<file path="src/rtl/pipe_stage_reg.sv">
// Pipeline stage register with a two-entry skid buffer between stages.
// Control of invalid entries is forced to zero so bubbles never carry side effects.
module pipe_stage_reg #(
    parameter int DATA_W = 128,
    parameter int CTRL_W = 16,
    parameter int CNT_W  = 16
) (
    input  logic              clk,
    input  logic              rst,
    input  logic              i_valid,
    output logic              o_ready,
    input  logic [DATA_W-1:0] i_data,
    input  logic [CTRL_W-1:0] i_ctrl,
    output logic              o_valid,
    input  logic              i_ready,
    output logic [DATA_W-1:0] o_data,
    output logic [CTRL_W-1:0] o_ctrl,
    input  logic              i_flush,
    input  logic              i_cnt_clr,
    output logic [1:0]        o_level,
    output logic [CNT_W-1:0]  o_stall_cnt
);

    // Handshake: a transfer happens on a rising edge where valid and ready are both high.
    // The encoding equals the number of held entries, so o_level is the state itself.
    typedef enum logic [1:0] {
        S_EMPTY = 2'd0,
        S_ONE   = 2'd1,
        S_FULL  = 2'd2
    } state_t;

    state_t            state, state_nxt;
    logic [DATA_W-1:0] main_data, main_data_nxt;
    logic [DATA_W-1:0] skid_data, skid_data_nxt;
    logic [CTRL_W-1:0] main_ctrl, main_ctrl_nxt;
    logic [CTRL_W-1:0] skid_ctrl, skid_ctrl_nxt;
    logic [CNT_W-1:0]  stall_cnt;
    logic              accept;
    logic              send;

    // Ready comes from registered state only, never from i_ready.
    assign o_ready     = (state != S_FULL) & ~rst;
    assign o_valid     = (state != S_EMPTY);
    assign accept      = i_valid & o_ready;
    assign send        = o_valid & i_ready;
    assign o_data      = main_data;
    assign o_ctrl      = main_ctrl;
    assign o_level     = state;
    assign o_stall_cnt = stall_cnt;

    always_ff @(posedge clk or posedge rst) begin
        if (rst) begin
            state     <= S_EMPTY;
            main_data <= '0;
            main_ctrl <= '0;
            skid_data <= '0;
            skid_ctrl <= '0;
        end else begin
            state     <= state_nxt;
            main_data <= main_data_nxt;
            main_ctrl <= main_ctrl_nxt;
            skid_data <= skid_data_nxt;
            skid_ctrl <= skid_ctrl_nxt;
        end
    end

    always_comb begin
        state_nxt     = state;
        main_data_nxt = main_data;
        main_ctrl_nxt = main_ctrl;
        skid_data_nxt = skid_data;
        skid_ctrl_nxt = skid_ctrl;
        case (state)
            S_EMPTY: begin
                if (accept) begin
                    main_data_nxt = i_data;
                    main_ctrl_nxt = i_ctrl;
                    state_nxt     = S_ONE;
                end
            end
            S_ONE: begin
                if (send && accept) begin
                    main_data_nxt = i_data;
                    main_ctrl_nxt = i_ctrl;
                end else if (send) begin
                    main_ctrl_nxt = '0;
                    state_nxt     = S_EMPTY;
                end else if (accept) begin
                    skid_data_nxt = i_data;
                    skid_ctrl_nxt = i_ctrl;
                    state_nxt     = S_FULL;
                end
            end
            S_FULL: begin
                // The skid entry moves up; nothing can be accepted while full.
                if (send) begin
                    main_data_nxt = skid_data;
                    main_ctrl_nxt = skid_ctrl;
                    skid_ctrl_nxt = '0;
                    state_nxt     = S_ONE;
                end
            end
            default: begin
                main_ctrl_nxt = '0;
                skid_ctrl_nxt = '0;
                state_nxt     = S_EMPTY;
            end
        endcase
        if (i_flush) begin
            main_ctrl_nxt = '0;
            skid_ctrl_nxt = '0;
            state_nxt     = S_EMPTY;
        end
    end

    // Saturating stall counter; clear wins over increment, flush does not touch it.
    always_ff @(posedge clk or posedge rst) begin
        if (rst) begin
            stall_cnt <= '0;
        end else if (i_cnt_clr) begin
            stall_cnt <= '0;
        end else if (o_valid && !i_ready && (stall_cnt != {CNT_W{1'b1}})) begin
            stall_cnt <= stall_cnt + CNT_W'(1);
        end
    end

endmodule

</file>
<file path="config.mk">
export PLATFORM = sky130hd
export DESIGN_NAME = pipe_stage_reg
export DESIGN_NICKNAME = d
export VERILOG_FILES = /design/src/rtl/pipe_stage_reg.sv
export SDC_FILE = /design/constraint.sdc
export NUM_CORES = 1
export LEC_CHECK = 0
export ABC_CLOCK_PERIOD_IN_PS = 11050
export BUFFER_PORTS_ARGS = -buffer_cell sky130_fd_sc_hd__buf_4
export CAP_MARGIN = 20
export CORE_MARGIN = 4
export CORE_UTILIZATION = 55
export CTS_CLUSTER_SIZE = 10
export DETAILED_ROUTE_END_ITERATION = 12
export PLACE_DENSITY = 0.88
export RECOVER_POWER = 100
export SLEW_MARGIN = 40
export SYNTH_ARGS = -nofsm -noshare
export SYNTH_HDL_FRONTEND = slang
export SYNTH_SLANG_ARGS = --single-unit
</file>
<file path="constraint.sdc">
create_clock -name clk -period 11.05 [get_ports clk]
set_input_delay 0.5525 -clock clk [delete_from_list [all_inputs] [get_ports clk]]
set_output_delay 0.5525 -clock clk [all_outputs]
set_load 0.02 [all_outputs]
</file>
==> results of run 1 <==
==> critical path, delay by kind of cell, from the launching register on <==
kind	cells	cell delay (ps)
mux	1	580
simple gates	2	2250
flops	1	600
buf+inv	1	2720
==> flip-flops by register name, indices dropped and copies added (netlist names) <==
signal       flops
skid_data      128
o_stall_cnt     16
o_level          2
skid_ctrl       16
o_ctrl          16
o_data         128
==> area by class of cell <==
type / count / area, sq um / share of cell area
Sequential cell: 306 / 7660 / 0.466
Multi-Input combinational cell: 831 / 5510 / 0.335
Timing Repair Buffer: 323 / 1820 / 0.111
Clock buffer: 40 / 947 / 0.0576
Tap cell: 330 / 413 / 0.0251
Inverter: 19 / 83.8 / 0.00510
==> where the power goes <==
part	leakage, nW	total, mW	switching [mW]	internal (mW)
logic	3.59	0.580	0.330	0.251
clock network	0.466	1.02	0.419	0.596
registers	3.79	1.48	0.133	1.35
total	7.85	3.08	0.882	2.20
==> worst paths after layout <==
kind,end,start,cells after the start
worst max-delay path,skid_data[69]$_DFFE_PP0P_,o_level[1]$_DFFE_PP0P_,4
worst min-delay path,skid_data[4]$_DFFE_PP0P_,i_data[4],2
worst max register to register,skid_data[69]$_DFFE_PP0P_,o_level[1]$_DFFE_PP0P_,4
worst min register to register,o_data[77]$_DFFE_PP0P_,o_data[77]$_DFFE_PP0P_,1
max in group asynchronous,skid_data[101]$_DFFE_PP0P_,rst,3
min in group asynchronous,skid_ctrl[10]$_DFFE_PP0P_,rst,2
==> cells in the mapped netlist, drive strengths merged, types with 2 or more instances <==
master / number
a21oi: 15
a22oi: 16
a31oi: 3
and2: 2
and3: 3
and4: 2
buf: 45
clkbuf: 26
dfrtp: 306
inv: 19
mux2: 256
mux2i: 19
nand2: 426
nand2b: 4
nand3: 6
nand4: 8
nor2: 9
nor2b: 2
nor3: 6
nor4: 2
o21ai: 26
o31ai: 4
or3: 7
or4: 3
==> layout by cell type, fill, tap and decap left out, types with 3 or more instances in the layout <==
cell	n
nand2_1	425
dfrtp_1	306
clkbuf_1	172
buf_4	148
mux2_2	135
mux2_1	117
clkbuf_16	37
o21ai_0	26
mux2i_1	19
inv_1	18
a22oi_1	16
a21oi_1	13
nor2_1	8
nand4_1	8
or3_1	7
nor3_1	6
nand3_1	6
nand2b_1	4
mux2_4	4
o31ai_1	4
buf_6	4
a31oi_1	3
and3_1	3
or4_1	3
==> through the flow <==
step                      total power, mW  hold WS [ps]
final                                3.08           297
after global routing                 3.21           283
after CTS                            3.26           233
after detailed placement             2.23           481
after global placement               2.19           472
after floorplan                      1.94           479
==> routing by layer <==
layer | GRT usage | vias to the layer above | part of all wire
met5 | 0 | - | 0
met2 | 0.413 | 355 | 0.50
li1 | - | 4651 | -
met4 | 0.0685 | 0 | 0.027
met3 | 0.0684 | 77 | 0.079
met1 | 0.305 | 5124 | 0.40
==> cells by family (layout without fill, tap and decap cells) <==
family                   after synthesis  after routing  synth area share
multiplexers                         275            275             0.249
AO/OA/AOI/OAI                         70             70            0.0304
buffers and inverters                 90            382            0.0408
adder cells (fa/ha/maj)                1              1          0.000883
AND/OR/NAND/NOR                      485            485             0.139
flip-flops                           306            306             0.540
==> run_results.csv, run 1 <==
group,metric,value,unit
status,run_status,"finished with violations",
status,violations,"capacitance limit, slew limit",
synth,yosysTopAreaCellShare,0.540,
floorplanning,io-pin-count,314,
critical_path,crit_required,11470,ps
floorplanning,dieHeight,169,microns
placement,dp_hpwl,22.7,mm
critical_path,worstPathMaxFanout,65,
sta,fin_crit_sh,0.571,
global_route,grt_start_max_net_pins,145,
floorplanning,fp.dieW,169,microns
placement,dpl_cell_area,16600,sq um
sta,drv_slew,418,
floorplanning,start_util,0.561,
critical_path,cp_slowest_cell,"clkbuf_1",
sta,period_needed,6310,ps
final_layout,postLayoutCoreUtil,0.651,
sta,setup_tns,0,ps
clock_tree,postCtsSetupBuffers,0,
placement,place_inst,1809,
global_route,grt_first_pass_wirelength,56.2,mm
placement,portBuffers,313,
drt,postRouteAntennaNets,0,
drt,wl,35.1,mm
final_layout,diodes,0,
worst_hold_path,hp-class,"in2reg",
final_layout,final_cell_count_no_fill,1849,
power_and_ir_drop,peakVddDrop,0.159,mV
synth,synth_cell_types,45,
critical_path,start_kind,"flop",
clock_tree,numCtsBuffers,36,
clock_tree,clk_latency,490,ps
global_route,globalRouteTotalUtil,0.242,
critical_path,critical_path_arrival,6730,ps
synth,syn_inst,1227,
drt,first_iter_violations,850,
critical_path,path_cells,"nor2b_1 -> nand2_1 -> clkbuf_1 -> mux2_2",
floorplanning,core_area,25300,sq um
sta,fmax,158,MHz
clock_tree,cts.sinks,306,
clock_tree,cts_tree,"built",
floorplanning,die_area,28400,sq um
sta,worstMarginPinSlew,4440,ps
floorplanning,core.rowCount,58,
synth,avgSynthCellArea,11.5,sq um
sta,worst_slack,4740,ps
clock_tree,hold_buffers,0,
synth,yosysWarnings,0,
placement,preCtsSetupSlack,7860,ps
drt,num_vias,10207,
flow_run,maxCapViolations,6,
synth,synth_top_area_cell,"dfrtp_1",
final_layout,layout.nets,1668,
global_route,antenna_found_initial,0,
power_and_ir_drop,leakage,7.85,nW
synth,ys_seq_area_frac,0.540,
sta,rsz0062_at_grt,"false",
final_layout,post_route_cells_drive_above_1_share,0.223,
global_route,grt_pass1_vias,10661,
power_and_ir_drop,p_per_area,187,nW/um^2
critical_path,worstSetupPathType,"reg2reg",
synth,synth.ff_latch_count,306,
critical_path,end_kind,"flop",
synth,synth.area.top_cells,"dfrtp_1, mux2_4, nand2_1",
sta,slew_headroom,-1.96,
final_layout,fill_cells,2052,
drt,post_drt_wl_per_cell,19.0,microns
clock_tree,h-tree-depth,2,
sta,fin_skew,12.3,ps
critical_path,r2r_slack,4740,ps
placement,gp_congestion,0.850,
sta,hold_viol,0,
synth,syn_area,14200,sq um
synth,ys.flop_type,"dfrtp_1",
clock_tree,cts_root_buffer,"clkbuf_16",
sta,finalSetupViolations,0,
clock_tree,clock_path_buffers,3,
clock_tree,clk_transition_reported_paths,50,ps
synth,synth_nets,1378,
clock_tree,post_cts_resized,0,
drt,firstDrtPassIters,5,
final_layout,area_growth_syn_to_layout,16.0,%
drt,viasPerCell,5.52,
global_route,gr-total-overflow,0,
synth,synth-async-reset-ratio,1.00,
critical_path,cpPeakStageDelay,2720,ps
final_layout,final_area,16400,sq um
synth,synth_edf_count,0,
drt,drc,0,
Power figures use the tool's default switching activity.
==> run 2, diff against run 1 <==
Settings changed: ABC_CLOCK_PERIOD_IN_PS 11050 to 5200, CORE_UTILIZATION 55 to 49, PLACE_DENSITY 0.88 to 0.83.
Clock period 11.05 ns to 5.2 ns, I/O delays scaled along.
==> run 2 against run 1 <==
  * Critical endpoint is now skid_data[67]$_DFFE_PP0P_
  * Via count is 7.2% higher
  * Hold slack worse by 280 ps
  * Final cell count is 10% higher
  * Non-clock buffer count is 137 higher
  * Register-to-register slack worse by 3000 ps
  * Routed wire length is 9.5% higher
  * Fmax is 82% higher
  * The run still ends with capacitance limit, slew limit left
  * Global-route usage is 0.29 points lower
==> run_results.csv, run 2 (synthesis results as in run 1) <==
group,metric,value,unit
status,run_status,"finished with violations",
status,violations,"capacitance limit, slew limit",
sta,hold_viol,0,
clock_tree,clk_transition_reported_paths,60,ps
power_and_ir_drop,report.power.total,6.73,mW
clock_tree,clk_latency,510,ps
global_route,gr-total-overflow,0,
global_route,grt_pass1_vias,11729,
floorplanning,io-pin-count,314,
floorplanning,start_util,0.503,
sta,worstMarginPinSlew,2140,ps
final_layout,area_growth_syn_to_layout,26.8,%
final_layout,postLayoutCoreUtil,0.638,
drt,drc,0,
worst_hold_path,hp-class,"in2reg",
flow_run,maxCapViolations,3,
final_layout,layout.nets,1806,
final_layout,post_route_cells_drive_above_1_share,0.209,
sta,slew_headroom,-0.429,
sta,period_needed,3470,ps
final_layout,final_common_cell,"nand2_1",
critical_path,worstSetupPathType,"reg2reg",
sta,fmax,288,MHz
drt,wl,38.5,mm
sta,drv_slew,116,
clock_tree,cts_root_buffer,"clkbuf_16",
final_layout,fill_cells,2251,
global_route,grt_first_pass_wirelength,61.5,mm
global_route,antenna_found_initial,2,
clock_tree,numCtsBuffers,37,
clock_tree,h-tree-depth,2,
floorplanning,dieHeight,178,microns
drt,firstDrtPassIters,7,
sta,rsz0062_at_grt,"false",
sta,setup_tns,0,ps
sta,finalSetupViolations,0,
drt,post_drt_wl_per_cell,18.8,microns
placement,portBuffers,313,
placement,gp_congestion,0.798,
critical_path,start_kind,"flop",
floorplanning,core.rowCount,61,
critical_path,worstPathMaxFanout,57,
drt,first_iter_violations,725,
global_route,globalRouteTotalUtil,0.239,
clock_tree,clock_path_buffers,3,
critical_path,crit_required,5580,ps
sta,fin_skew,11.8,ps
final_layout,layout_common_cells,"nand2_1, dfrtp_1, clkbuf_1",
sta,hold_ws,19.0,ps
sta,fin_crit_sh,0.667,
floorplanning,die_area,31700,sq um
drt,num_vias,10946,
drt,viasPerCell,5.36,
floorplanning,core_area,28200,sq um
power_and_ir_drop,peakVddDrop,0.228,mV
power_and_ir_drop,p_per_area,375,nW/um^2
drt,postRouteAntennaNets,0,
clock_tree,post_cts_resized,0,
floorplanning,fp.dieW,178,microns
placement,dp_hpwl,22.6,mm
power_and_ir_drop,leakage,8.48,nW
global_route,grt_start_max_net_pins,147,
clock_tree,cts_tree,"built",
clock_tree,cts.sinks,306,
critical_path,critical_path_arrival,3850,ps
critical_path,end_kind,"flop",
[run 2: critical path, cell delays in order, from the launching register on]
cell      delay [ps]
dfrtp_1          610
nor2b_1          230
nand2_8          390
clkbuf_1        1550
mux2_2           460
[run 2: per-layer routing]
layer	track usage	part of all wire	vias to the layer above
met3	0.0562	0.076	86
met1	0.291	0.39	5459
li1	-	-	4953
met2	0.420	0.51	448
met4	0.0806	0.030	0
met5	0	0	-
[run 2: worst paths after layout]
check                      depth (start not counted)  slack, ps                        end              startpoint
setup / recovery                                   4       1730  skid_data[67]$_DFFE_PP0P_  o_level[1]$_DFFE_PP0P_
hold / removal                                     2         20  skid_data[84]$_DFFE_PP0P_              i_data[84]
setup reg to reg                                   4       1730  skid_data[67]$_DFFE_PP0P_  o_level[1]$_DFFE_PP0P_
hold reg to reg                                    2        490      o_ctrl[1]$_DFFE_PP0P_   o_ctrl[1]$_DFFE_PP0P_
max in group asynchronous                          5       2320     o_data[37]$_DFFE_PP0P_                     rst
min in group asynchronous                          4        560     o_level[1]$_DFFE_PP0P_                     rst
[run 2: timing repair]
action                    4_1_cts  5_1_grt
buffers inserted                0        0
hold endpoints to repair      251        0
hold buffers                  135        0
[run 2: area by class of cell]
| cell class | instances | area [sq um] | area share |
|---|---|---|---|
| repair buffers | 460 | 3240 | 0.180 |
| clock buffers | 41 | 951 | 0.0529 |
| inverters | 19 | 72.6 | 0.00404 |
| diodes | 2 | 5.00 | 0.000279 |
| clock inverters | 6 | 52.6 | 0.00293 |
| multi-input cells | 831 | 5510 | 0.307 |
| flip-flops and latches | 306 | 7660 | 0.426 |
| well taps | 378 | 473 | 0.0263 |
[run 2: through the flow]
step	setup slack, ps	instances	cell area [sq um]
2_1_floorplan	-381	1227	14200
3_3_place_gp	2710	1857	16600
3_5_place_dp	2630	1859	16700
4_1_cts	2600	2041	19100
5_1_grt	1590	2043	18000
6_report	1730	2043	18000
[run 2: where the power goes]
group	total, mW	switching, mW	internal [mW]	leakage (nW)
registers	3.15	0.290	2.86	3.79
logic	1.34	0.733	0.602	4.19
clock network	2.24	0.947	1.30	0.497
total	6.73	1.97	4.76	8.48
